**config.mk**
```make
export PLATFORM = sky130hd
export DESIGN_NAME = nonce_scanner
export DESIGN_NICKNAME = d
export VERILOG_FILES = /design/src/rtl/nonce_scanner.sv
export SDC_FILE = /design/constraint.sdc
export NUM_CORES = 1
export LEC_CHECK = 0
export CAP_MARGIN = 40
export CORE_UTILIZATION = 50
export CTS_CLUSTER_DIAMETER = 80
export DETAILED_ROUTE_END_ITERATION = 10
export PLACE_DENSITY_LB_ADDON = 0.2
export SLEW_MARGIN = 20
export SYNTH_ARGS = -nofsm -noshare
export SYNTH_HDL_FRONTEND = slang
export SYNTH_SLANG_ARGS = --single-unit
```
**constraint.sdc**
```tcl
create_clock -name clk -period 4.7 [get_ports clk]
set_input_delay 0.94 -clock clk [delete_from_list [all_inputs] [get_ports clk]]
set_output_delay 0.94 -clock clk [all_outputs]
set_load 0.05 [all_outputs]
```
**src/rtl/nonce_scanner.sv**
```systemverilog
// Proof-of-work nonce sweep: hashes nonces 0..255 and asks an external 8-bit
// magnitude comparator whether hash < target; reports the first winner or exhaustion.
module nonce_scanner #(
  parameter logic [7:0] KEY = 8'h5B
) (
  input  logic       clk,
  input  logic       rst_n,
  input  logic       start,
  input  logic [7:0] block_data,
  input  logic [7:0] target,
  output logic [7:0] cmp_a,
  output logic [7:0] cmp_b,
  input  logic       cmp_equal,
  input  logic       cmp_greater,
  input  logic       cmp_less,
  output logic       busy,
  output logic       done,
  output logic       found,
  output logic [7:0] nonce,
  output logic [7:0] hash,
  output logic       err
);

  localparam logic [1:0] IDLE  = 2'd0;
  localparam logic [1:0] HASH  = 2'd1;
  localparam logic [1:0] CHECK = 2'd2;
  localparam logic [1:0] DONE  = 2'd3;

  logic [1:0] state;
  logic [7:0] cnt, data_r, target_r, hash_r;
  logic       flags_ok;

  function automatic logic [7:0] hash_fn(input logic [7:0] n, input logic [7:0] d);
    logic [7:0] x;
    x = n ^ d;
    return {x[4:0], x[7:5]} + KEY;
  endfunction

  // Operands are driven straight from registers so they are stable throughout CHECK.
  assign cmp_a = hash_r;
  assign cmp_b = target_r;

  always_comb begin
    flags_ok = 1'b0;
    case ({cmp_equal, cmp_greater, cmp_less})
      3'b100, 3'b010, 3'b001: flags_ok = 1'b1;
      default:                flags_ok = 1'b0;
    endcase
  end

  always_ff @(posedge clk or negedge rst_n) begin
    if (!rst_n) begin
      state    <= IDLE;
      cnt      <= '0;
      data_r   <= '0;
      target_r <= '0;
      hash_r   <= '0;
      busy     <= 1'b0;
      done     <= 1'b0;
      found    <= 1'b0;
      nonce    <= '0;
      hash     <= '0;
      err      <= 1'b0;
    end else begin
      done <= 1'b0;
      case (state)
        IDLE: begin
          if (start) begin
            data_r   <= block_data;
            target_r <= target;
            cnt      <= '0;
            found    <= 1'b0;
            nonce    <= '0;
            hash     <= '0;
            err      <= 1'b0;
            busy     <= 1'b1;
            state    <= HASH;
          end
        end
        HASH: begin
          hash_r <= hash_fn(cnt, data_r);
          state  <= CHECK;
        end
        CHECK: begin
          // Strict acceptance: an equal hash does not win.
          if (!flags_ok) begin
            err   <= 1'b1;
            found <= 1'b0;
            nonce <= cnt;
            hash  <= hash_r;
            done  <= 1'b1;
            state <= DONE;
          end else if (cmp_less) begin
            found <= 1'b1;
            nonce <= cnt;
            hash  <= hash_r;
            done  <= 1'b1;
            state <= DONE;
          end else if (cnt == 8'hFF) begin
            found <= 1'b0;
            nonce <= 8'hFF;
            hash  <= hash_r;
            done  <= 1'b1;
            state <= DONE;
          end else begin
            cnt   <= cnt + 8'd1;
            state <= HASH;
          end
        end
        default: begin
          busy  <= 1'b0;
          state <= IDLE;
        end
      endcase
    end
  end

endmodule

```
# == Word level (Yosys, flattened, before mapping) ==
# Index checks and enable logic that the tools add are counted.
# totals
reg_bits,54
word_cells,68
in_bits,22
output_inout_bits,36
# op_classes
n_bitwise,2
mux,32
n_eq_ne,12
add_sub_neg,2
reduce_logical,9
# op_table
op,n
two-way mux 8 bit,10
case mux 8 bit (2 select lines),3
two-way mux 1 bit,11
inequality test 2 bit (second input constant),5
adder 8 x 1 -> 8 bit (second input constant),1
adder 8 x 7 -> 8 bit (second input constant),1
equality test 8 bit (second input constant),1
two-way mux 2 bit,4
bitwise XOR 8 bit,1
case mux 1 bit (2 select lines),3
case mux 2 bit (3 select lines),1
AND reduction 3 bit,2
AND reduction 5 bit,1
inequality test 4 bit (second input constant),1
AND reduction 2 bit,2
equality test 3 x 1 -> 1 bit (second input constant),1
equality test 3 x 2 -> 1 bit (second input constant),1
equality test 3 bit (second input constant),1
OR reduction 3 bit,1
equality test 2 x 1 -> 1 bit (second input constant),1
equality test 2 bit (second input constant),1
zero test 2 bit,1
nonzero test 2 bit,1
OR reduction 2 bit,1
NOT 1 bit,1

# == Depth between registers and ports, before layout ==
# Gate-level depths: netlist (run 1).
# logic_depth
word_depth,5
ltp_mapped,8
depth_no_buf,6

# == Least setup slack after synthesis (run 1) ==
# No wires, ideal clock.
# synth_timing
kind,input -> register
start,in cmp_less
end,reg found
cell_stages,6
required_time_ps,4578
n_path_buf,3
setup_slack_ps,2573
t_arrival_ps,2005
setup_ps,122
cell_sequence,clkbuf_1 -> a211o_1 -> buf_6 -> and3_4 -> buf_6 -> a32o_1
# synth_via
elab_chain_len,5
elab_cells_between_ends,10
classes_between,eq/ne: 4; mux: 4; reduce/logical: 2
# synth_lines
element,line,text
"start, declared",15,"input logic cmp_less,"
"equality test 3 bit, or another cell as far along",45,"case ({cmp_equal, cmp_greater, cmp_less})"
OR reduction 3 bit,45,
two-way mux 1 bit,45,
inequality test 4 bit (no source line) or two-way mux 1 bit (tied branches),n/a,
AND reduction 3 bit (no source line) or case mux 1 bit (2 select lines) (tied branches),n/a,
"end signal, assigned",60,found <= 1'b0;
"end signal, assigned",72,found <= 1'b0;
"end signal, assigned",88,found <= 1'b0;
"end, declared",18,"output logic found,"
# Several ways; a longest one is shown, not always the timed one.
# A chain may end at the register's enable or synchronous reset.

# == Final worst setup path (run 1) ==
# layout_timing
start,in cmp_equal
end,reg state[1]
# layout_via
elab_chain_len,5
elab_cells_between_ends,7
classes_between,eq/ne: 3; mux: 3; reduce/logical: 1
# layout_lines
element,line,text
"start, declared",13,"input logic cmp_equal,"
"equality test 3 bit, or another cell as far along",45,
OR reduction 3 bit *,45,
two-way mux 1 bit *,45,
two-way mux 2 bit *,86,if (!flags_ok) begin
case mux 2 bit (3 select lines) *,66,case (state)
"end signal, assigned",53,state <= IDLE;
"end signal, assigned",77,state <= HASH;
"end signal, assigned",92,state <= DONE;
"end, declared",29,logic [1:0] state;
# Mark *: on every way between the ends. The rest lies on a longest branch, timed or not.

==> results of run 1 <==
[worst reg2reg max path, delay by kind of cell, from the launching register on]
kind                       cells  cell delay [ps]
DFF                            1              430
and+or+nand+nor                1              220
muxes                          1              320
AOI/OAI and AO/OA              2              360
buffers and inverters          2              360
adders and majority gates      1              530
[cells by family after synthesis]
family | share of synthesized area [%]
flops | 51.8
compound gates | 16.9
buf+inv | 4.46
mux | 8.58
fa+ha+maj | 2.40
xor+xnor | 5.03
simple gates | 10.9
[worst max-delay path by stage]
stage,to,depth (start not counted),slack [ps],from
global placement,cnt[3],5,1910,start
CTS,state[1],5,2160,cmp_equal
finish,state[1],5,2160,cmp_equal
global route,state[1],5,1990,cmp_equal
floorplan,found,6,2570,cmp_less
detailed placement,state[1],5,1840,cmp_equal
[routing by layer]
metal / share of wire, % / vias up / GRT usage, %
li1: - / 928 / -
met1: 46 / 963 / 27.9
met2: 48 / 56 / 34.3
met3: 4.4 / 8 / 4.88
met4: 1.1 / 0 / 5.66
met5: 0 / - / 0
[state kept, by name, summed over array words and instances, names as in the netlist]
signal,count
done,1
found,1
state,2
busy,1
data_r,8
hash,8
nonce,8
cnt,8
cmp_a,8
err,1
cmp_b,8
[cell usage after synthesis (all sizes together) (2+ instances only)]
library cell and number:
nor3 3, inv 3, a211oi 4, o221ai 2, o211ai 5, dfrtp 54, or3 2, a211o 3
nor2 17, nand2b 3, xnor2 10, clkbuf 10, a21oi 9, xor2 5, o21ai 7, mux2 19
o2bb2ai 8, ha 5, nand2 11, a21o 2, nand3 10, a22o 8, o311ai 2, and3 4
buf 6, a31oi 3
[layout make-up]
cell class / count / area (sq um) / area share [%]
Inverter: 3 / 11.3 / 0.343
Sequential cell: 54 / 1350 / 41.2
Clock inverter: 1 / 30.0 / 0.915
Timing Repair Buffer: 59 / 581 / 17.7
Multi-Input combinational cell: 155 / 1140 / 34.8
Clock buffer: 6 / 82.6 / 2.52
Tap cell: 67 / 83.8 / 2.55
[metrics by stage]
stage | util (%) | setup slack (ps) | power (mW)
floorplan | - | 2570 | 1.82
global placement | 64.8 | 1910 | 2.20
detailed placement | 64.9 | 1840 | 2.24
CTS | 67.3 | 2160 | 2.56
global route | 67.3 | 1990 | 2.69
finish | 67.3 | 2160 | 2.55
[power groups by stage]
| stage | registers, mW | clock network, mW | logic, mW |
|---|---|---|---|
| after floorplan | 1.25 | 0 | 0.574 |
| after global placement | 0.798 | 0 | 1.40 |
| after detailed placement | 0.807 | 0 | 1.43 |
| after CTS | 0.798 | 0.325 | 1.44 |
| after global routing | 0.822 | 0.340 | 1.53 |
| final | 0.795 | 0.319 | 1.43 |
==> out/results.tsv, run 1 <==
metric	value	unit
CP Data Arrival Time	2770	ps
register area share after synthesis	51.8	%
# clock sinks	54	
Placed Cells incl. Taps	338	
Post-synth EDFFs	0	
CTS hold repair buffers	0	
I/O pin count	58	
post-synthesis cell count	228	
drc violations	0	
Routed Antenna Nets	0	
Max Cap Viol	0	
WP data required	4930	ps
CP Capture Type	flip-flop	
Detailed Place HPWL	3820	um
slowest cell on the critical path	clkdlybuf4s50_1	
Finished Layout Cells	345	
gr usage total	20.9	%
Mapped Avg Cell Area	11.4	sq um
number of synthesized register bits	54	
clk slew on worst S/H paths	90	ps
Port Buffers	57	
Vias/cell	5.67	
share of cells above drive strength 1	12.2	%
synth top area cells	dfrtp_1 52%, mux2_2 8.2%, xnor2_1 3.4%	
Die Area	5510	sq um
post-CTS sizing	0	
postcts setup bufs	0	
H-tree level count	2	
measured slew at the worst slew-check pin	728	ps
instance area after placement	3170	sq um
clk_lat worst skew	310	ps
crit-path cells	clkdlybuf4s50_1 -> xnor2_1 -> a211o_1 -> nand3_1 -> o221ai_1	
TritonCTS Buffers	5	
1st-iter DRT viols	110	
Hold Crit Depth	1	
combinational share of power	56.2	%
syn_nets	255	
Setup-failing EPs final	0	
Post-synth top flop	dfrtp_1	
switching pwr	1.18	mW
sw frac	46.3	%
Core Area	4880	sq um
Die W	74.3	um
Max Root-Sink Buffers	2	
Yosys top cell area share	51.8	%
synthesis-to-finish area growth	25.7	%
Reg2Reg Depth	7	
Initial Utilization	53.5	%
DIE HEIGHT	74.3	um
ys async rst share	100	%
first-pass GRT wire length	8660	um
normalized max-slew margin	51.4	%
GPL Wtd Cong	0.869	
largest stage delay on the critical path	480	ps
number of unique standard cell types used by synthesis	41	
CP max FO	9	
DR pass1 iterations	4	
CP Buf/Inv Count	1	
post-synthesis cell area	2610	sq um
startpoint types	primary input	
Remaining Overflow, GRT	0	
per-cell routed wire length	15.6	um
register share of total power	31.2	%
drt total wl	5390	um
antenna violations before repair	0	
Hold/Removal Path Class	reg -> reg	
Hold Startpoint	found	
commonest non-fill, non-tap cell in the layout	clkdlybuf4s50_1	
Int Pwr	1.37	mW
crit share post-route	54.1	%
cell row count	25	
Pins Over Slew Limit	0	
RSZ-0062 raised after global routing	no	
DR vias	1955	
Hold Path End	found	
status	complete, no violations	
post-route setup TNS	0	ps
Final Skew	8.49	ps
Clock Power Share	12.5	%
minimum clock period	2540	ps
r2r setup slk	2400	ps
most frequent cells in the layout	56 x clkdlybuf4s50_1, 54 x dfrtp_1, 19 x mux2_2	
critical setup path kind	in -> reg	
CTS tree	done	
Reg2Reg Launch Point	state[0]	
Max Clk Rate	393	MHz
Fin. Hold Viols	0	
WHS	497	ps
P_leak	1.38	nW
CP delay by family, top	compound AO/OA/AOI/OAI gates	
root buf cell	clkbuf_8	
diode count	0	
pwr dens	776	nW/um^2
Final Cell Area	3280	sq um
vias in the first global route	1871	
fin nets	305	
largest net degree at the start of global routing	55	
top cell type by total area after synthesis	dfrtp_1	
worst vdd ir	0.396	mV
Crit Reg-Reg Endpoint	cnt[4]	
fillcell total	412	
Yosys warnings	0	
Note: power is estimated with default switching activity, not from simulation.
==> run 2: changes to the inputs <==
--- a/config.mk
+++ b/config.mk
@@ -6,7 +6,7 @@
 export NUM_CORES = 1
 export LEC_CHECK = 0
 export CAP_MARGIN = 40
-export CORE_UTILIZATION = 50
+export CORE_UTILIZATION = 45
 export CTS_CLUSTER_DIAMETER = 80
 export DETAILED_ROUTE_END_ITERATION = 10
 export PLACE_DENSITY_LB_ADDON = 0.2
==> constraint.sdc (replaced) <==
create_clock -name clk -period 2.3 [get_ports clk]
set_input_delay 0.46 -clock clk [delete_from_list [all_inputs] [get_ports clk]]
set_output_delay 0.46 -clock clk [all_outputs]
set_load 0.05 [all_outputs]
==> run 2 against run 1 <==
Global-route usage shrank 1.2 points. Sequential cell count did not move. Sequential share of layout area shrank 1.0 points. Total power rose by 100%. Clock skew up 2.2 ps. Critical path depth down 4. Clock power is 75% higher. Combinational power up 110%. Critical endpoint is now cmp_a[1]. Via count up 2.2%. Cell area is 2.6% higher. Hold slack lost 390 ps.
==> out/results.tsv, run 2 (synthesis gave the netlist of run 1 again) <==
metric	value	unit	change
status	complete, no violations		
Max Clk Rate	503	MHz	
Remaining Overflow, GRT	0		unchanged
DIE HEIGHT	78.2	um	+5.3%
diode count	0		unchanged
CTS tree	done		
normalized max-slew margin	64.1	%	+13 points
DR vias	1998		+2.2%
# clock sinks	54		unchanged
Die Area	6110	sq um	+11%
minimum clock period	1990	ps	
CP Capture Type	output port		
fillcell total	487		+18%
crit share post-route	86.4	%	
share of cells above drive strength 1	15.9	%	+3.6 points
slowest cell on the critical path	clkdlybuf4s50_1		
instance area after placement	3270	sq um	+3.2%
post-CTS sizing	0		unchanged
measured slew at the worst slew-check pin	539	ps	-189 ps
Max Cap Viol	0		unchanged
P_leak	1.43	nW	+3.5%
startpoint types	flip-flop		
r2r setup slk	340	ps	-2060 ps
CP max FO	3		-6
Reg2Reg Depth	5		-2
clk slew on worst S/H paths	100	ps	about the same
Reg2Reg Launch Point	cnt[1]		
root buf cell	clkbuf_8		
cell row count	27		+8.0%
H-tree level count	2		unchanged
CP delay by family, top	buffers and inverters		
per-cell routed wire length	15.2	um	-2.5%
Pins Over Slew Limit	0		unchanged
largest net degree at the start of global routing	24		-56%
CTS hold repair buffers	0		unchanged
TritonCTS Buffers	5		unchanged
RSZ-0062 raised after global routing	no		
WP data required	1840	ps	-3090 ps
Final Cell Area	3370	sq um	+2.6%
crit-path cells	clkdlybuf4s50_1		
pwr dens	1540	nW/um^2	+98%
Routed Antenna Nets	0		unchanged
commonest non-fill, non-tap cell in the layout	clkdlybuf4s50_1		
Initial Utilization	47.1	%	-6.4 points
postcts setup bufs	0		unchanged
post-route setup TNS	0	ps	unchanged
first-pass GRT wire length	9290	um	+7.3%
Hold/Removal Path Class	in -> async		
Port Buffers	57		unchanged
Final Skew	10.7	ps	+2.20 ps
synthesis-to-finish area growth	29.0	%	
antenna violations before repair	0		unchanged
Max Root-Sink Buffers	2		unchanged
CP Buf/Inv Count	1		unchanged
Fin. Hold Viols	0		unchanged
gr usage total	19.7	%	-1.2 points
Core Area	5540	sq um	+14%
WP depth	1		-4
Setup-failing EPs final	0		unchanged
GPL Wtd Cong	0.893		+2.7%
fin nets	316		+3.6%
Detailed Place HPWL	4020	um	+5.2%
Vias/cell	5.52		-2.6%
CP Data Arrival Time	1530	ps	-1240 ps
clk_lat worst skew	310	ps	about the same
drc violations	0		unchanged
worst vdd ir	0.761	mV	+92%
Crit Reg-Reg Endpoint	found		
Die W	78.2	um	+5.3%
critical setup path kind	reg -> out		
1st-iter DRT viols	134		+22%
drt total wl	5520	um	+2.3%
DR pass1 iterations	4		unchanged
most frequent cells in the layout	56 x clkdlybuf4s50_1, 54 x dfrtp_1, 19 x mux2_2		
I/O pin count	58		unchanged
largest stage delay on the critical path	810	ps	+330 ps
vias in the first global route	1903		+1.7%
## run 2: changes by cell type in the layout (fill, tap and decap cells not counted)
cell	previous run	this run
buf_4	2	12
buf_12	0	1
bufinv_16	1	0
clkinv_2	0	1
clkinvlp_4	0	1
## run 2: through the flow
step	cells	util (%)	hold WS, ps	total power [mW]	worst slack [ps]
floorplan	228	-	164	3.72	397
global placement	354	59.0	474	4.59	182
detailed placement	354	59.0	473	4.64	113
CTS	362	60.7	128	5.22	289
global route	362	60.7	146	5.49	261
finish	362	60.7	111	5.17	314
## run 2: routing by layer
metal	track usage, %	vias up	part of all wire, %
met4	7.78	0	1.5
met5	0	-	0
met1	27.8	970	48
met2	29.3	67	45
met3	4.65	6	5.5
li1	-	955	-
## run 2: worst max path at each step
stage	start	to	slack, ps
4_1_cts	cmp_a[1]	cmp_a[1]	290
3_5_place_dp	cmp_equal	hash[2]	110
3_3_place_gp	cmp_equal	hash[2]	180
2_1_floorplan	state[0]	cnt[6]	400
5_1_grt	cmp_a[1]	cmp_a[1]	260
6_report	cmp_a[1]	cmp_a[1]	310
## run 2: power breakdown
group	internal, mW	switching, mW
clock	0.243	0.316
combinational	1.17	1.84
sequential	1.34	0.268
total	2.75	2.42
## run 2: area by class of cell
type / count / area [sq um] / area share, %
multi-input combinational: 155 / 1140 / 33.9
inverter: 3 / 11.3 / 0.335
clock buffer: 6 / 82.6 / 2.45
timing repair buffer: 70 / 676 / 20.1
clock inverter: 2 / 12.5 / 0.372
tap: 72 / 90.1 / 2.68
sequential: 54 / 1350 / 40.1
==> run 3: changes to the inputs <==
--- a/config.mk
+++ b/config.mk
@@ -10,6 +10,7 @@
 export CTS_CLUSTER_DIAMETER = 80
 export DETAILED_ROUTE_END_ITERATION = 10
 export PLACE_DENSITY_LB_ADDON = 0.2
+export RECOVER_POWER = 25
 export SLEW_MARGIN = 20
 export SYNTH_ARGS = -nofsm -noshare
 export SYNTH_HDL_FRONTEND = slang
==> run 3 against run 2 <==
Clock skew did not move. Hold slack improved by 290 ps. Fmax did not move. First-iteration DRC count did not move. Clock power barely moved. Cell area barely moved. Highest routed layer unchanged.
==> out/results.tsv, run 3 (synthesis gave the netlist of run 1 again) <==
metric	value	unit	change
status	complete, no violations		
routed wl met3	300	um	-0.33%
WP data required	1840	ps	about the same
I/O pin count	58		unchanged
Crit Reg-Reg Endpoint	found		
overall power	5.17	mW	about the same
root buf cell	clkbuf_8		
crit-path cells	clkdlybuf4s50_1		
share of cells above drive strength 1	15.5	%	-0.34 points
synthesis-to-finish area growth	28.9	%	about the same
vias in the first global route	1903		unchanged
Pins Over Slew Limit	0		unchanged
Final Cell Area	3360	sq um	about the same
1st-iter DRT viols	134		unchanged
largest stage delay on the critical path	810	ps	about the same
Setup-failing EPs final	0		unchanged
Placed Cells incl. Taps	354		unchanged
DR WL met2	2490	um	unchanged
multi-input logic area	1140	sq um	unchanged
Routed Antenna Nets	0		unchanged
pwr dens	1540	nW/um^2	about the same
post-route setup TNS	0	ps	unchanged
CP delay by family, top	buffers and inverters		
post-CTS sizing	0		unchanged
Max Clk Rate	503	MHz	unchanged
first-pass GRT wire length	9290	um	unchanged
measured slew at the worst slew-check pin	1290	ps	+748 ps
per-cell routed wire length	15.2	um	about the same
normalized max-slew margin	14.2	%	-50 points
Max Root-Sink Buffers	2		unchanged
startpoint types	flip-flop		
Final WS setup	314	ps	unchanged
worst vdd ir	0.761	mV	about the same
drt total wl	5510	um	about the same
P_leak	1.43	nW	-0.19%
CP Data Arrival Time	1530	ps	about the same
Hold/Removal Path Class	in -> async		
# clock sinks	54		unchanged
DR top layer	met4		
Initial Utilization	47.1	%	unchanged
CP Capture Type	output port		
instance area after placement	3270	sq um	unchanged
Vias/cell	5.52		unchanged
TritonCTS Buffers	5		unchanged
Seq. cell area	1350	sq um	unchanged
gr usage total	19.7	%	unchanged
Final Skew	10.7	ps	unchanged
minimum clock period	1990	ps	unchanged
fillcell total	488		+0.21%
Remaining Overflow, GRT	0		unchanged
CTS tree	done		
Detailed Place HPWL	4020	um	unchanged
drc violations	0		unchanged
Fin. Hold Viols	0		unchanged
Die Area	6110	sq um	unchanged
commonest non-fill, non-tap cell in the layout	clkdlybuf4s50_1		
GPL Wtd Cong	0.893		unchanged
CTS hold repair buffers	0		unchanged
clk slew on worst S/H paths	100	ps	about the same
slowest cell on the critical path	clkdlybuf4s50_1		
Max Cap Viol	0		unchanged
Reg2Reg Depth	5		unchanged
dpl ws	113	ps	unchanged
clk_lat worst skew	310	ps	about the same
critical setup path kind	reg -> out		
antenna violations before repair	0		unchanged
r2r setup slk	340	ps	about the same
most frequent cells in the layout	56 x clkdlybuf4s50_1, 54 x dfrtp_1, 19 x mux2_2		
CP max FO	3		unchanged
DR vias	1998		unchanged
CP Buf/Inv Count	1		unchanged
largest net degree at the start of global routing	24		unchanged
RSZ-0062 raised after global routing	no		
Die W	78.2	um	unchanged
Post-Route M1 WL	2640	um	about the same
cell row count	27		unchanged
Port Buffers	57		unchanged
crit share post-route	86.4	%	unchanged
DR pass1 iterations	4		unchanged
Finished Layout Cells	362		unchanged
Core Area	5540	sq um	unchanged
fin nets	316		unchanged
Reg2Reg Launch Point	cnt[1]		
diode count	0		unchanged
H-tree level count	2		unchanged
postcts setup bufs	0		unchanged
DIE HEIGHT	78.2	um	unchanged
==> run 3: changes by cell type in the layout (fill, tap and decap cells not counted) <==
cell	before	now
clkbuf_1	0	1
buf_2	1	0
==> run 3: worst max path at each step <==
stage                    from        to  slack, ps  cells past startpoint
detailed placement  cmp_equal   hash[2]        110                      6
CTS                  cmp_a[1]  cmp_a[1]        290                      1
global route         cmp_a[1]  cmp_a[1]        260                      1
finish               cmp_a[1]  cmp_a[1]        310                      1
global placement    cmp_equal   hash[2]        180                      6
floorplan            state[0]    cnt[6]        400                      8
==> run 3: metrics by stage <==
step | hold slack (ps) | utilization, %
after floorplan | 164 | -
after global placement | 474 | 59.0
after detailed placement | 473 | 59.0
after CTS | 128 | 60.7
after global routing | 507 | 60.7
final | 399 | 60.7
==> run 3: where the power goes <==
group | internal, mW | switching (mW)
logic | 1.17 | 1.84
clock network | 0.243 | 0.316
registers | 1.34 | 0.268
total | 2.75 | 2.42
==> run 3: cell type report <==
class                      instances  share of cell area [%]
clock inverter                     2                   0.372
tap                               72                    2.68
timing repair buffer              70                    20.0
sequential                        54                    40.2
clock buffer                       6                    2.45
inverter                           3                   0.335
multi-input combinational        155                    34.0
==> run 3: metal layers <==
metal	vias up	GRT usage, %
li1	955	-
met1	970	27.8
met2	67	29.3
met3	6	4.65
met4	0	7.78
met5	-	0
